==> src/rtl/cordic_pkg.sv <==
// Shared definitions for the CORDIC output path: rounding-mode codes,
// output-buffer occupancy states and lane-packing helpers.
package cordic_pkg;

    localparam logic [1:0] RND_TRUNC  = 2'd0;
    localparam logic [1:0] RND_HALFUP = 2'd1;
    localparam logic [1:0] RND_CONV   = 2'd2;

    // Occupancy of the 2-entry output buffer, used directly as FSM state
    typedef enum logic [1:0] {
        OCC_EMPTY = 2'd0,
        OCC_ONE   = 2'd1,
        OCC_FULL  = 2'd2
    } occ_state_e;

    // Lowest bit of lane k in a bus of lanes that are w bits wide
    function automatic int lane_lo(input int k, input int w);
        return k * w;
    endfunction

endpackage

==> src/rtl/op_round_sat.sv <==
// Single-lane combinational narrowing from CORDIC_WIDTH to DATA_WIDTH with
// selectable rounding and positive saturation.
module op_round_sat
    import cordic_pkg::*;
#(
    parameter int CORDIC_WIDTH = 22,
    parameter int DATA_WIDTH   = 16
) (
    input  logic [CORDIC_WIDTH-1:0] in,
    input  logic [1:0]              mode,
    output logic [DATA_WIDTH-1:0]   out,
    output logic                    sat
);

    localparam int S = CORDIC_WIDTH - DATA_WIDTH;
    localparam logic [S-1:0] TIE_PAT = S'(1) << (S - 1);
    localparam logic [DATA_WIDTH-1:0] POS_MAX = {1'b0, {(DATA_WIDTH-1){1'b1}}};

    // Adding 2^(S-1) carries into bit S exactly when bit S-1 is set, so the
    // rounding reduces to a single increment of the truncated value.
    function automatic logic round_inc(input logic [CORDIC_WIDTH-1:0] v,
                                       input logic [1:0] m);
        logic tie;
        logic inc;
        tie = (v[S-1:0] == TIE_PAT);
        case (m)
            RND_TRUNC:  inc = 1'b0;
            RND_HALFUP: inc = v[S-1];
            RND_CONV:   inc = v[S-1] & ~(tie & ~v[S]);
            default:    inc = 1'b0;
        endcase
        return inc;
    endfunction

    // Only the positive limit can be crossed because rounding never subtracts
    function automatic logic is_over(input logic signed [DATA_WIDTH:0] r);
        return ~r[DATA_WIDTH] & r[DATA_WIDTH-1];
    endfunction

    logic signed [DATA_WIDTH:0] rnd;

    // Sign-extended truncated value plus rounding increment, then clamp
    always_comb begin
        rnd = $signed({in[CORDIC_WIDTH-1], in[CORDIC_WIDTH-1:S]})
            + $signed({{DATA_WIDTH{1'b0}}, round_inc(in, mode)});
        sat = is_over(rnd);
        out = sat ? POS_MAX : rnd[DATA_WIDTH-1:0];
    end

endmodule

==> src/rtl/op_rescale_multi.sv <==
// Multi-lane CORDIC output rescaler: per-lane round/saturate feeding a
// 2-entry output buffer with a registered in_rdy and a sticky saturation flag.
module op_rescale_multi
    import cordic_pkg::*;
#(
    parameter int CORDIC_WIDTH = 22,
    parameter int DATA_WIDTH   = 16,
    parameter int NUM_CH       = 2
) (
    input  logic                         clk,
    input  logic                         nreset,
    input  logic                         in_vld,
    output logic                         in_rdy,
    input  logic [NUM_CH*CORDIC_WIDTH-1:0] in_data,
    input  logic [1:0]                   round_mode,
    output logic                         out_vld,
    input  logic                         out_rdy,
    output logic [NUM_CH*DATA_WIDTH-1:0] out_data,
    output logic [NUM_CH-1:0]            out_sat,
    output logic                         sat_sticky,
    input  logic                         sat_clr
);

    localparam int OW = NUM_CH * DATA_WIDTH;

    logic [OW-1:0]     rnd_data;
    logic [NUM_CH-1:0] rnd_sat;

    generate
        for (genvar k = 0; k < NUM_CH; k++) begin : g_lane
            op_round_sat #(
                .CORDIC_WIDTH (CORDIC_WIDTH),
                .DATA_WIDTH   (DATA_WIDTH)
            ) u_round_sat (
                .in   (in_data[lane_lo(k, CORDIC_WIDTH) +: CORDIC_WIDTH]),
                .mode (round_mode),
                .out  (rnd_data[lane_lo(k, DATA_WIDTH) +: DATA_WIDTH]),
                .sat  (rnd_sat[k])
            );
        end
    endgenerate

    occ_state_e        occ_q, occ_d;
    logic [OW-1:0]     data_q [2];
    logic [OW-1:0]     data_d [2];
    logic [NUM_CH-1:0] sat_q  [2];
    logic [NUM_CH-1:0] sat_d  [2];
    logic              wr_ptr_q, wr_ptr_d;
    logic              rd_ptr_q, rd_ptr_d;
    logic              in_rdy_q, in_rdy_d;
    logic              sticky_q, sticky_d;
    logic              push;
    logic              pop;

    assign push       = in_vld & in_rdy_q;
    assign pop        = (occ_q != OCC_EMPTY) & out_rdy;
    assign in_rdy     = in_rdy_q;
    assign out_vld    = (occ_q != OCC_EMPTY);
    assign out_data   = data_q[rd_ptr_q];
    assign out_sat    = sat_q[rd_ptr_q];
    assign sat_sticky = sticky_q;

    // Occupancy FSM next state; in_rdy is precomputed so it leaves a flop
    always_comb begin
        occ_d = occ_q;
        case (occ_q)
            OCC_EMPTY: if (push)         occ_d = OCC_ONE;
            OCC_ONE: begin
                if (push && !pop)        occ_d = OCC_FULL;
                else if (pop && !push)   occ_d = OCC_EMPTY;
            end
            OCC_FULL:  if (pop)          occ_d = OCC_ONE;
            default:                     occ_d = OCC_EMPTY;
        endcase
        in_rdy_d = (occ_d != OCC_FULL);
    end

    // Occupancy state register
    always_ff @(posedge clk or negedge nreset) begin
        if (!nreset) begin
            occ_q    <= OCC_EMPTY;
            in_rdy_q <= 1'b1;
        end else begin
            occ_q    <= occ_d;
            in_rdy_q <= in_rdy_d;
        end
    end

    // Buffer write/read pointers, storage and sticky flag (set beats clear)
    always_comb begin
        data_d   = data_q;
        sat_d    = sat_q;
        wr_ptr_d = wr_ptr_q;
        rd_ptr_d = rd_ptr_q;
        sticky_d = sticky_q;
        if (push) begin
            data_d[wr_ptr_q] = rnd_data;
            sat_d[wr_ptr_q]  = rnd_sat;
            wr_ptr_d         = ~wr_ptr_q;
        end
        if (pop) begin
            rd_ptr_d = ~rd_ptr_q;
        end
        if (push && (|rnd_sat)) begin
            sticky_d = 1'b1;
        end else if (sat_clr) begin
            sticky_d = 1'b0;
        end
    end

    // Storage is reset too so a freshly reset block presents all-zero data
    always_ff @(posedge clk or negedge nreset) begin
        if (!nreset) begin
            data_q[0] <= '0;
            data_q[1] <= '0;
            sat_q[0]  <= '0;
            sat_q[1]  <= '0;
            wr_ptr_q  <= 1'b0;
            rd_ptr_q  <= 1'b0;
            sticky_q  <= 1'b0;
        end else begin
            data_q   <= data_d;
            sat_q    <= sat_d;
            wr_ptr_q <= wr_ptr_d;
            rd_ptr_q <= rd_ptr_d;
            sticky_q <= sticky_d;
        end
    end

endmodule

==> config.mk <==
export PLATFORM = sky130hd
export DESIGN_NAME = op_rescale_multi
export DESIGN_NICKNAME = d
export VERILOG_FILES = /design/src/rtl/cordic_pkg.sv /design/src/rtl/op_round_sat.sv /design/src/rtl/op_rescale_multi.sv
export SDC_FILE = /design/constraint.sdc
export NUM_CORES = 1
export LEC_CHECK = 0
export CAP_MARGIN = 30
export CORE_MARGIN = 2
export CORE_UTILIZATION = 56
export DETAILED_ROUTE_END_ITERATION = 16
export GPL_TIMING_DRIVEN = 1
export PLACE_DENSITY = 0.86
export SETUP_SLACK_MARGIN = 0.15
export SLEW_MARGIN = 20
export SYNTH_ARGS = -nofsm -noshare
export SYNTH_HDL_FRONTEND = slang
export SYNTH_HIERARCHICAL = 1
export SYNTH_SLANG_ARGS = --single-unit
==> constraint.sdc <==
create_clock -name clk -period 4.5 [get_ports clk]
set_input_delay 0.9 -clock clk [delete_from_list [all_inputs] [get_ports clk]]
set_output_delay 0.9 -clock clk [all_outputs]
set_load 0.005 [all_outputs]
-- Word-level counts from Yosys, hierarchy flattened
Index checks and enable logic that the tools add are counted.
- flip-flop bits (word level): 74
- bits in latches: 0
- RAM bits: 0
- bits in read-only memories: 0
- word-level logic and storage cells: 72
- memories kept: 0
- add/subtract/negate cells: 2
- $mul: 0
- divide/modulo/power cells: 0
- order comparisons: 3
- equal/unequal tests: 7
- shift-type cells: 0
- multiplexer cells: 23
- bitwise operators: 18
- reductions and logical operators: 10
- operator list (kind ; number):
    $mux 32 ; 4
    $bwmux 64 ; 1
    $add 16x2->17 ; 2
    $demux 32 s1 ; 1
    $mux 16 ; 2
    $mux 2 ; 8
    $eq 6x6->1 const B ; 2
    $and 1x1->1 ; 8
    $not 1->1 ; 8
    $pmux 2 s3 ; 1
    $bwmux 4 ; 1
    $eq 2x1->1 const B ; 2
    $eq 2x2->1 const B ; 2
    $ge 2x2->1 const B ; 2
    $logic_and 1x1->1 ; 4
    $not 1->2 ; 2
    $pmux 1 s2 ; 2
    $reduce_bool 2->1 ; 2
    $demux 2 s1 ; 1
    $logic_not 1->1 ; 2
    $logic_not 2->1 ; 1
    $lt 2x1->1 const B ; 1
    $mux 1 ; 2
    $ne 2x2->1 const B ; 1
    $reduce_or 2->1 ; 1

-- Logic depth before layout (Yosys ltp)
- depth after elaboration: 11
- mapped depth: 12

-- By module
The synthesis kept the hierarchy.
- by module, submodules not included (module ; instances ; cells an instance ; area each (um2)):
    op_rescale_multi ; 1 ; 206 ; 3300.7
    op_round_sat ; 2 ; 73 ; 499.2

-- Worst setup path before layout
No wires, ideal clock.
- path kind: input -> register
- start: input port in_data[3]
- end: register data_q[32] (netlist name)
- setup time: 0.125 ns
- arrival time: 2.781 ns
- slack: 1.594 ns
- cell stages on the path: 10
- path buffers: 0
- cell sequence: nor4_1 > nand2_1 > a21oi_1 > nor3b_1 > ha_1 > ha_1 > and3_1 > o2111ai_2 > or2b_1 > mux2_4
- word-level cells in the longest chain between the ends: 10
- RTL lines (item ; line ; source):
    start, declared ; op_rescale_multi.sv:14 ; input logic [NUM_CH*CORDIC_WIDTH-1:0] in_data,
    $eq 6x6->1 * ; op_round_sat.sv:25 ; tie = (v[S-1:0] == TIE_PAT);
    $and 1x1->1 * ; op_round_sat.sv:29 ; RND_CONV: inc = v[S-1] & ~(tie & ~v[S]);
    $not 1->1 * ; op_round_sat.sv:29 ;
    $and 1x1->1 * ; op_round_sat.sv:29 ;
    $pmux 1 s2 * ; op_round_sat.sv:26 ; case (m)
    $add 16x2->17 * ; op_round_sat.sv:45 ; + $signed({{DATA_WIDTH{1'b0}}, round_inc(in, mode)});
    $not 1->1 ; op_round_sat.sv:37 ; return ~r[DATA_WIDTH] & r[DATA_WIDTH-1];
    $and 1x1->1 ; op_round_sat.sv:37 ;
    $mux 16 * ; op_round_sat.sv:47 ; out = sat ? POS_MAX : rnd[DATA_WIDTH-1:0];
    via rnd_data[0] ; op_rescale_multi.sv:26 ; logic [OW-1:0] rnd_data;
    $bwmux 64 * ; op_rescale_multi.sv:97 ; data_d[wr_ptr_q] = rnd_data;
    end signal, assigned ; op_rescale_multi.sv:122 ; data_q <= data_d;
    end, declared ; op_rescale_multi.sv:44 ; logic [OW-1:0] data_q [2];
Mark *: on every way through the listed nets, which the timed path passes. The rest lies on a longest branch.
A chain may end at the register's enable or synchronous reset.

-- Worst setup path in the final report
- start: input port round_mode[0]
- end: register data_q[33] (netlist name)
- word-level cells in the longest chain between the ends: 7
- RTL lines (item ; line ; source):
    start, declared ; op_rescale_multi.sv:15 ; input logic [1:0] round_mode,
    $eq 2x2->1 / $eq 2x1->1 (equally long branches) ; op_round_sat.sv:26 ;
    $pmux 1 s2 * ; op_round_sat.sv:26 ;
    $add 16x2->17 * ; op_round_sat.sv:45 ;
    $not 1->1 ; op_round_sat.sv:37 ;
    $and 1x1->1 ; op_round_sat.sv:37 ;
    $mux 16 * ; op_round_sat.sv:47 ;
    via rnd_data[1] ; op_rescale_multi.sv:26 ;
    $bwmux 64 * ; op_rescale_multi.sv:97 ;
Marked as above.

==> results.md <==
* Status: complete, no violations
* Cell variety after synth at 37
* Reg-to-reg critical path startpoint: in_rdy
* Input/output buffers at 87
* Setup repair after global routing missed its margin: no
* Gr usage total at 23.7%
* Post-Syn Instances at ~350
* R2r endpoint: data_q[53]
* Rel. slew slack at between 40 and 50%
* CTS tree: built
* Drc violations at 0
* Final Skew at 0.00886 ns
* Max Slew Vio Count at 0
* Core Region at 7330 µm²
* Area contributors post-synth: dfrtp_1, mux2_2, mux2_4, nand2_1, xor2_1
* Cell taking the most area after synthesis: dfrtp_1
* Required time of the critical path at 4.74 ns
* Area Overhead vs Synth at 27.7%
* Total setup buffers inserted after CTS at 0
* Commonest non-fill, non-tap cell in the layout: clkdlybuf4s50_1
* Vias in the first global route at between 3,000 and 4,000
* Resize count post-CTS at 0
* Via count at approximately 3,000
* Final setup violation count at 0
* Antenna diodes at 0
* Leakage power at around 0.0024 µW
* Internal reg-to-reg setup slack at 2.42 ns
* Die X-Extent at 91.6 µm
* Clock transition at the registers of the reported paths at 0.09 ns
* First-pass GRT wire length at 15.6 mm
* YS warnings at 6
* DR iter-0 viols at 58
* Critical Path End: data_q[33]
* Ports at 88
* Worst slew pin tran at 0.880 ns
* Main flop type after synthesis: dfrtp_1
* Avg Inst Size Synth at 12.2 µm²
* Die Y at 91.6 µm
* Fin. Hold Viols at 0
* Final min period at 3.58 ns
* Max cap viols at 0
* Initial antenna violation count at 0
* Sequential area share after synthesis at 43.1%
* Maximum clock insertion buffer count at 2
* WL/cell at 17.0 µm
* Setup_tns at 0 ns
* Layout cells sized above 1 at a little under a third
* Gpl congestion at 0.814
* GRT overflow at 0
* DR pass1 iterations at 4
* Worst EP arrival at between 3 and 4 ns
* # nets final at 499
* CTS Sinks at 74
* Max Freq at 280 MHz
* Worst vdd ir at approximately 310 µV
* Post-DP HPWL at 6.58 mm
* Synth Register Bits at 74
* H-tree Lvls at 3
* Clock latency reported for the late side of the worst-skew pair at roughly 0.36 ns
* Most frequent cells in the layout: clkdlybuf4s50_1, mux2_2, dfrtp_1
* Post-synth EDFFs at 0
* Cell Area, Synth at 4300 µm²
* Syn_nets at 411
* Crit path capture type: register
* First element of the critical path: round_mode[0]
* Worst hold path type: in2async
* Cts bufs inserted at 9
* Via density per instance at 5.57
* CP Class: in2reg
* Hold_ws at roughly 0.47 ns
* PD cells at 601 nW/µm²
* Async S/R FF share, synth at 100%
* Largest net degree at the start of global routing at 35
* Worst setup margin at roughly 0.92 ns
* Reg2Reg Depth at 4
* # hold bufs at CTS at 0
* Top cell type's share of synthesized area at 42.5%
* Die footprint at 8390 µm²
* Final worst path period share at 79.5%
* Critical Path Fanout Max at 15
* Pre-CTS setup slack at 0.555 ns
* Total routed wirelength at 9.26 mm
* Final ANT Viol Nets at 0
* Initial core utilization at 58.6%
* Worst setup SP type: primary input
* Rows at 31
* CTS root buf: clkbuf_8
==> power by group <==
group          total (µW)  switching [µW]  internal [µW]
combinational        1490             465           1030
clock                 641             268            373
sequential           1170             195            976
total                3300             928           2370
==> synth_stat cells, types with 3 or more instances <==
master    count
nand2_1      42
nor2_1       12
o21ai_0       4
xnor2_1      11
nand4_1       6
clkbuf_1      3
or2b_1        4
xor2_1       14
mux2_4       29
mux2_2       75
nor3_1        4
nand3_1       7
dfrtp_1      73
and4_1        4
ha_1          8
inv_1         9
buf_2         6
a21oi_1       3
buf_6         6
==> metrics by stage <==
stage | power (µW) | utilization (%) | std cells | area [µm²]
after floorplan | 1980 | - | 352 | 4300
after global placement | 2620 | 71.2 | 527 | 5220
after detailed placement | 2670 | 71.5 | 528 | 5240
after CTS | 3330 | 74.9 | 544 | 5490
after global routing | 3490 | 74.9 | 544 | 5490
final | 3300 | 74.9 | 544 | 5490
==> flip-flops by register name (all words and copies together) (netlist names) <==
register    cells
data_q         64
in_rdy          1
wr_ptr_q        1
rd_ptr_q        1
sat_q           4
occ_q           2
sat_sticky      1
==> kinds of logic (layout without fill, tap and decap cells) <==
group	after synthesis	count (layout)	share of synthesized area, %
compound gates	15	15	2.44
xor+xnor	25	25	5.09
fa+ha+maj	8	8	2.33
buf+inv	24	117	3.32
flops	74	74	43.1
mux	106	106	30.2
simple gates	100	100	13.5
==> worst min path at each step <==
stage,to,slack (ns),cells after the start
floorplan,wr_ptr_q,0.46,2
global placement,wr_ptr_q,0.48,2
detailed placement,data_q[31],0.49,1
CTS,occ_q[0],0.48,1
global route,occ_q[0],0.49,1
finish,occ_q[0],0.47,1
==> critical path, stage by stage <==
cell and delay, ns:
clkdlybuf4s50_1 0.53, inv_1 0.06, ha_1 0.30, nor3b_1 0.29
ha_1 0.27, nand2_1 0.14, and3_1 0.22, o2111ai_2 0.54
or2b_1 0.30, mux2_4 0.27
==> cell type report <==
| type | count | area, µm² |
|---|---|---|
| Timing Repair Buffer | 92 | 928 |
| Tap cell | 99 | 124 |
| Clock buffer | 9 | 124 |
| Multi-Input combinational cell | 254 | 2300 |
| Fill cell | 472 | 1840 |
| Sequential cell | 74 | 1850 |
| Clock inverter | 7 | 124 |
| Inverter | 9 | 33.8 |
==> layer usage <==
layer	track usage (%)	up-vias	wire length, µm
li1	-	1428	-
met1	31.2	1526	4020
met2	39.7	66	4790
met3	4.03	11	321
met4	7.95	0	138
met5	0	-	0
Note: power is estimated with default switching activity, not from simulation.
